**config.mk**
```make
export PLATFORM = sky130hd
export DESIGN_NAME = ripemd160_round_group
export DESIGN_NICKNAME = d
export VERILOG_FILES = /design/src/rtl/ripemd160_round_group.sv
export SDC_FILE = /design/constraint.sdc
export NUM_CORES = 2
export LEC_CHECK = 0
export CAP_MARGIN = 20
export CORE_AREA = 2 2 526 528
export DETAILED_ROUTE_END_ITERATION = 6
export DIE_AREA = 0 0 528 530
export PLACE_DENSITY = 0.31
export SYNTH_ARGS = -nofsm -noshare
export SYNTH_HDL_FRONTEND = slang
export SYNTH_SLANG_ARGS = --single-unit
export TNS_END_PERCENT = 30
```
**constraint.sdc**
```tcl
create_clock -name clk_p_i -period 11.2 [get_ports clk_p_i]
set_clock_uncertainty 0.15 [all_clocks]
set_input_delay 3.36 -clock clk_p_i [delete_from_list [all_inputs] [get_ports clk_p_i]]
set_output_delay 3.36 -clock clk_p_i [all_outputs]
set_load 0.02 [all_outputs]
```
**src/rtl/ripemd160_round_group.sv**
```systemverilog
// rtl/ripemd160_round_group.sv - one 16-round RIPEMD-160 group (either line), RPC rounds per clock
// Loads a chaining state and message block, runs 16 rounds, holds the result until taken.
module ripemd160_round_group #(
  parameter int STAGE = 0,
  parameter int LINE  = 0,
  parameter int RPC   = 1
) (
  input  logic         clk_p_i,
  input  logic         rst_n,
  input  logic         i_valid,
  output logic         i_ready,
  input  logic [511:0] block,
  input  logic [159:0] state_in,
  output logic         o_valid,
  input  logic         o_ready,
  output logic [159:0] ans,
  output logic [511:0] o_block
);

  if (STAGE < 0 || STAGE > 4) begin : gen_bad_stage
    $error("ripemd160_round_group: STAGE must be 0..4");
  end
  if (RPC != 1 && RPC != 2 && RPC != 4 && RPC != 8 && RPC != 16) begin : gen_bad_rpc
    $error("ripemd160_round_group: RPC must be 1, 2, 4, 8 or 16");
  end

  typedef enum logic [1:0] {IDLE, ROUNDS, DONE} state_t;

  localparam int SIDX = (STAGE > 4) ? 4 : ((STAGE < 0) ? 0 : STAGE);
  localparam int TIDX = (LINE != 0) ? 5 + SIDX : SIDX;
  localparam int FSEL = (LINE != 0) ? 4 - SIDX : SIDX;

  // Word-select and rotate tables, one nibble per local round, round 0 in the top nibble.
  localparam logic [63:0] R_ALL [10] = '{
    64'h0123456789ABCDEF, 64'h74D1A6F3C0952EB8, 64'h3AE49F812706DB5C,
    64'h19BA08C4D37FE562, 64'h40597C2AE138B6FD,
    64'h5E7092B4D6F81A3C, 64'h6B370D5AEF8C4912, 64'hF5137E69B8C2A04D,
    64'h86413BF05C2D97AE, 64'hCFA4158762DE039B};
  localparam logic [63:0] S_ALL [10] = '{
    64'hBEFC5879BDEF6798, 64'h768DB97F7CF9B7DC, 64'hBD67E9DFE8D65C75,
    64'hBCEFEF989E56865C, 64'h9F5B68DC5CDEB856,
    64'h899BDFF5778BEEC6, 64'h9DF7C89B77C76FDB, 64'h97FB866ECD5EDD75,
    64'hF58BEE6E69C9C5F8, 64'h85C9C5E68D65FDBB};
  localparam logic [31:0] K_ALL [10] = '{
    32'h00000000, 32'h5A827999, 32'h6ED9EBA1, 32'h8F1BBCDC, 32'hA953FD4E,
    32'h50A28BE6, 32'h5C4DD124, 32'h6D703EF3, 32'h7A6D76E9, 32'h00000000};

  localparam logic [63:0] R_TAB = R_ALL[TIDX];
  localparam logic [63:0] S_TAB = S_ALL[TIDX];
  localparam logic [31:0] K_RND = K_ALL[TIDX];

  function automatic logic [3:0] nib(input logic [63:0] tab, input logic [3:0] t);
    logic [63:0] sh;
    sh = tab << {t, 2'b00};
    return sh[63:60];
  endfunction

  // Rotate through a doubled word so no shift ever reaches 32.
  function automatic logic [31:0] rol(input logic [31:0] v, input logic [3:0] n);
    logic [63:0] dbl;
    dbl = {v, v} << n;
    return dbl[63:32];
  endfunction

  function automatic logic [31:0] bool_f(input logic [31:0] fx, input logic [31:0] fy,
                                         input logic [31:0] fz);
    case (FSEL)
      0:       return fx ^ fy ^ fz;
      1:       return (fx & fy) | (~fx & fz);
      2:       return (fx | ~fy) ^ fz;
      3:       return (fx & fz) | (fy & ~fz);
      default: return fx ^ (fy | ~fz);
    endcase
  endfunction

  state_t      state;
  logic [3:0]  cnt;
  logic [31:0] a, b, c, d, e;
  logic [31:0] x [16];
  logic [31:0] na, nb, nc, nd, ne, tv;
  logic        last_step;

  assign i_ready   = (state == IDLE);
  assign last_step = ({1'b0, cnt} + 5'(RPC)) == 5'd16;

  always_comb begin
    na = a;
    nb = b;
    nc = c;
    nd = d;
    ne = e;
    tv = '0;
    for (int k = 0; k < RPC; k++) begin
      tv = rol(na + bool_f(nb, nc, nd) + x[nib(R_TAB, cnt + 4'(k))] + K_RND,
               nib(S_TAB, cnt + 4'(k))) + ne;
      na = ne;
      ne = nd;
      nd = {nc[21:0], nc[31:22]};
      nc = nb;
      nb = tv;
    end
  end

  always_ff @(posedge clk_p_i or negedge rst_n) begin
    if (!rst_n) begin
      state   <= IDLE;
      cnt     <= '0;
      o_valid <= 1'b0;
      ans     <= '0;
      o_block <= '0;
      a       <= '0;
      b       <= '0;
      c       <= '0;
      d       <= '0;
      e       <= '0;
      for (int i = 0; i < 16; i++) x[i] <= '0;
    end else begin
      case (state)
        IDLE: begin
          if (i_valid && i_ready) begin
            state           <= ROUNDS;
            cnt             <= '0;
            {a, b, c, d, e} <= state_in;
            o_block         <= block;
            for (int i = 0; i < 16; i++) x[i] <= block[32*i +: 32];
          end
        end
        ROUNDS: begin
          {a, b, c, d, e} <= {na, nb, nc, nd, ne};
          cnt             <= cnt + 4'(RPC);
          if (last_step) begin
            state   <= DONE;
            o_valid <= 1'b1;
            ans     <= {na, nb, nc, nd, ne};
          end
        end
        DONE: begin
          if (o_ready) begin
            state   <= IDLE;
            o_valid <= 1'b0;
          end
        end
        default: state <= IDLE;
      endcase
    end
  end

endmodule

```
==> run summary <==
Outcome: complete, but fails checks
Failing checks: max-slew violations
Fin. max-slew vios: 33
Async SR Flop Fraction: 100%
Setup bufs post-CTS: 0
Clock Tree Buf Depth: 3
Horiz. Die Dim: 528 um
Die height: 530 um
Max incr delay on CP: 0.68 ns
CP Capture Point: ans[116]$_DFFE_PN0P_
Number of synthesized register bits: 839
CTS H-tree lvls: 3
IO buf count: 1349
1st-iter DRT viols: 3126
Initial antenna violation count: 166
Worst-Skew Late Latency: 0.81 ns
CP most frequent cell: mux2i_1
Die area: 280000 um^2
Drt first pass iters: 5
Synth area leaders: dfrtp_1 50%, nand2_1 21%, mux2i_1 4.7%
Setup-failing EPs final: 0
# resized after CTS: 0
CP startpoint: cnt[1]$_DFFE_PN0P_
Nets@finish: 6861
Cts hold-fix bufs: 0
RR Startpoint: cnt[1]$_DFFE_PN0P_
Hold Path Class: flip-flop to flip-flop
Post-synth top area share: 49.5%
Post-Route WL: 339000 um
Crit end category: flip-flop
CTS Sinks: 839
Post-synth EDFFs: 0
DRC viols: 0
I/O pin total: 1350
CTS Root Cell: clkbuf_16
R2R Path End: ans[116]$_DFFE_PN0P_
Clock Pin Slew Worst Setup and Hold Paths: 0.06 ns
Critical path required time: 11.67 ns
Gr usage total: 23.5%
Net Count, Synth: 5612
FMAX: 103 MHz
Reg-to-reg slack, setup: 1.45 ns
Slew margin rel.: -2.89%
Least-Margin Pin Slew: 1.54 ns
Syn Std Cell Area: 42400 um^2
Initial Util: 15.4%
CP max FO: 43
Final setup TNS: 0 ns
Final Hold Fails: 0
WL/cell: 34.5 um
Hold Path Cell Cnt: 2
CTS tree: built
Max Cap Viol: 0
RSZ-0062 raised after global routing: false
Top cells by count, synth: 2374 x nand2_1, 839 x dfrtp_1, 238 x clkbuf_1
Layout cells sized above 1: 6.15%
Syn Inst Count: 4836
Setup CP Type: flip-flop to flip-flop
Final Cycle Share: 87.1%
Worst Setup Start Kind: flip-flop
TritonCTS Buffers: 112
Leading area contributor after synthesis: dfrtp_1
Post-route antenna net violation count: 0
Via density: 4.22
Area grow syn2layout: 51.2%
Post-synth top flop: dfrtp_1
Via count: 41400
Hpwl dp: 275000 um
GRT overflow: 0
Synth cell types: 70
First-pass GRT wire length: 437000 um
Seq/Total Area, Yosys: 49.5%
R2r worst-path depth: 32
Yosys Warn Count: 0
Critical-path top delay cell: o221ai_1
Syn_area_per_cell: 8.77 um^2
Placer Congestion: 0.867
Cell Rows: 193
Core Area: 275000 um^2
Vias in the first global route: 42300
Most frequent cell after synthesis: nand2_1
Largest net degree at the start of global routing: 181
Min cycle time layout: 9.75 ns
Critical path arrival: 10.23 ns
-- stage by stage --
| stage | util [%] | cells | cell area (um^2) | hold slack, ns | setup slack, ns |
|---|---|---|---|---|---|
| 3_5_place_dp | 21.9 | 9578 | 60300 | 0.312 | 1.43 |
| 4_1_cts | 23.3 | 9781 | 64000 | 0.328 | 1.34 |
| 3_3_place_gp | 21.9 | 9573 | 60200 | 0.310 | 1.40 |
| 6_report | 23.3 | 9831 | 64100 | 0.323 | 1.45 |
| 2_1_floorplan | - | 4836 | 42400 | 0.316 | 3.12 |
| 5_1_grt | 23.3 | 9793 | 64000 | 0.345 | 0.817 |
-- worst min-delay path by stage --
stage | from | to | slack, ns
after global routing | ans[54]$_DFFE_PN0P_ | ans[54]$_DFFE_PN0P_ | 0.35
after CTS | ans[78]$_DFFE_PN0P_ | ans[78]$_DFFE_PN0P_ | 0.33
after floorplan | a[31]$_DFFE_PN0P_ | a[31]$_DFFE_PN0P_ | 0.32
after detailed placement | ans[51]$_DFFE_PN0P_ | ans[51]$_DFFE_PN0P_ | 0.31
after global placement | ans[0]$_DFFE_PN0P_ | ans[0]$_DFFE_PN0P_ | 0.31
final | ans[78]$_DFFE_PN0P_ | ans[78]$_DFFE_PN0P_ | 0.32
-- layer usage --
layer  track usage, %  up-vias  routed length [um]
met2             42.2     1422              172000
met3             7.57      436               26000
met4             5.59      180                9070
met5                0        -                1130
met1             26.8    20900              131000
li1                 -    18500                   -
-- worst max-delay path: cells and delay by family (launching register included) --
family,cells,cell delay [ns]
AOI/OAI and AO/OA,14,4.08
xor gates and xnor gates,1,0.23
adders and majority gates,4,1.48
buffers and inverters,3,0.79
DFF,1,0.50
muxes,3,0.49
and+or+nand+nor,7,1.74
-- area by class of cell --
type                    instances  area [um^2]
well taps                    3607         4510
repair buffers               1428        14300
flip-flops and latches        839        21000
fillers                     30100       211000
diodes                         50          125
multi-input cells            3593        20000
clock inverters                36          400
clock buffers                 167         3290
inverters                     111          417
-- cell usage in the layout (no fill, tap or decap), types with 76 or more instances in the layout --
cell type	instances
nand2_1	2371
clkbuf_16	112
dfrtp_1	835
o221ai_1	81
inv_1	110
mux2i_1	197
clkdlybuf4s50_1	1348
nor2_1	76
a22oi_1	99
a21oi_1	85
-- kinds of logic (layout without fill, tap and decap cells) --
family / after synthesis / after routing / share of synthesized area (%)
flip-flops: 839 / 839 / 49.5
AO/OA/AOI/OAI: 530 / 530 / 9.08
multiplexers: 273 / 273 / 8.37
other: 0 / 50 / 0
AND/OR/NAND/NOR: 2569 / 2569 / 23.3
buffers and inverters: 404 / 1742 / 3.64
adder cells (fa/ha/maj): 100 / 100 / 3.54
XOR/XNOR: 121 / 121 / 2.53
-- flip-flops by register name, indices dropped and copies added (netlist names) --
| signal | count |
|---|---|
| o_block | 512 |
| state | 2 |
| e | 32 |
| ans | 160 |
| o_valid | 1 |
| c | 32 |
| cnt | 4 |
| a | 32 |
| d | 32 |
| b | 32 |
Power is not shown: default switching activity piles up to over one toggle a cycle in this logic, so the estimate is an artifact.
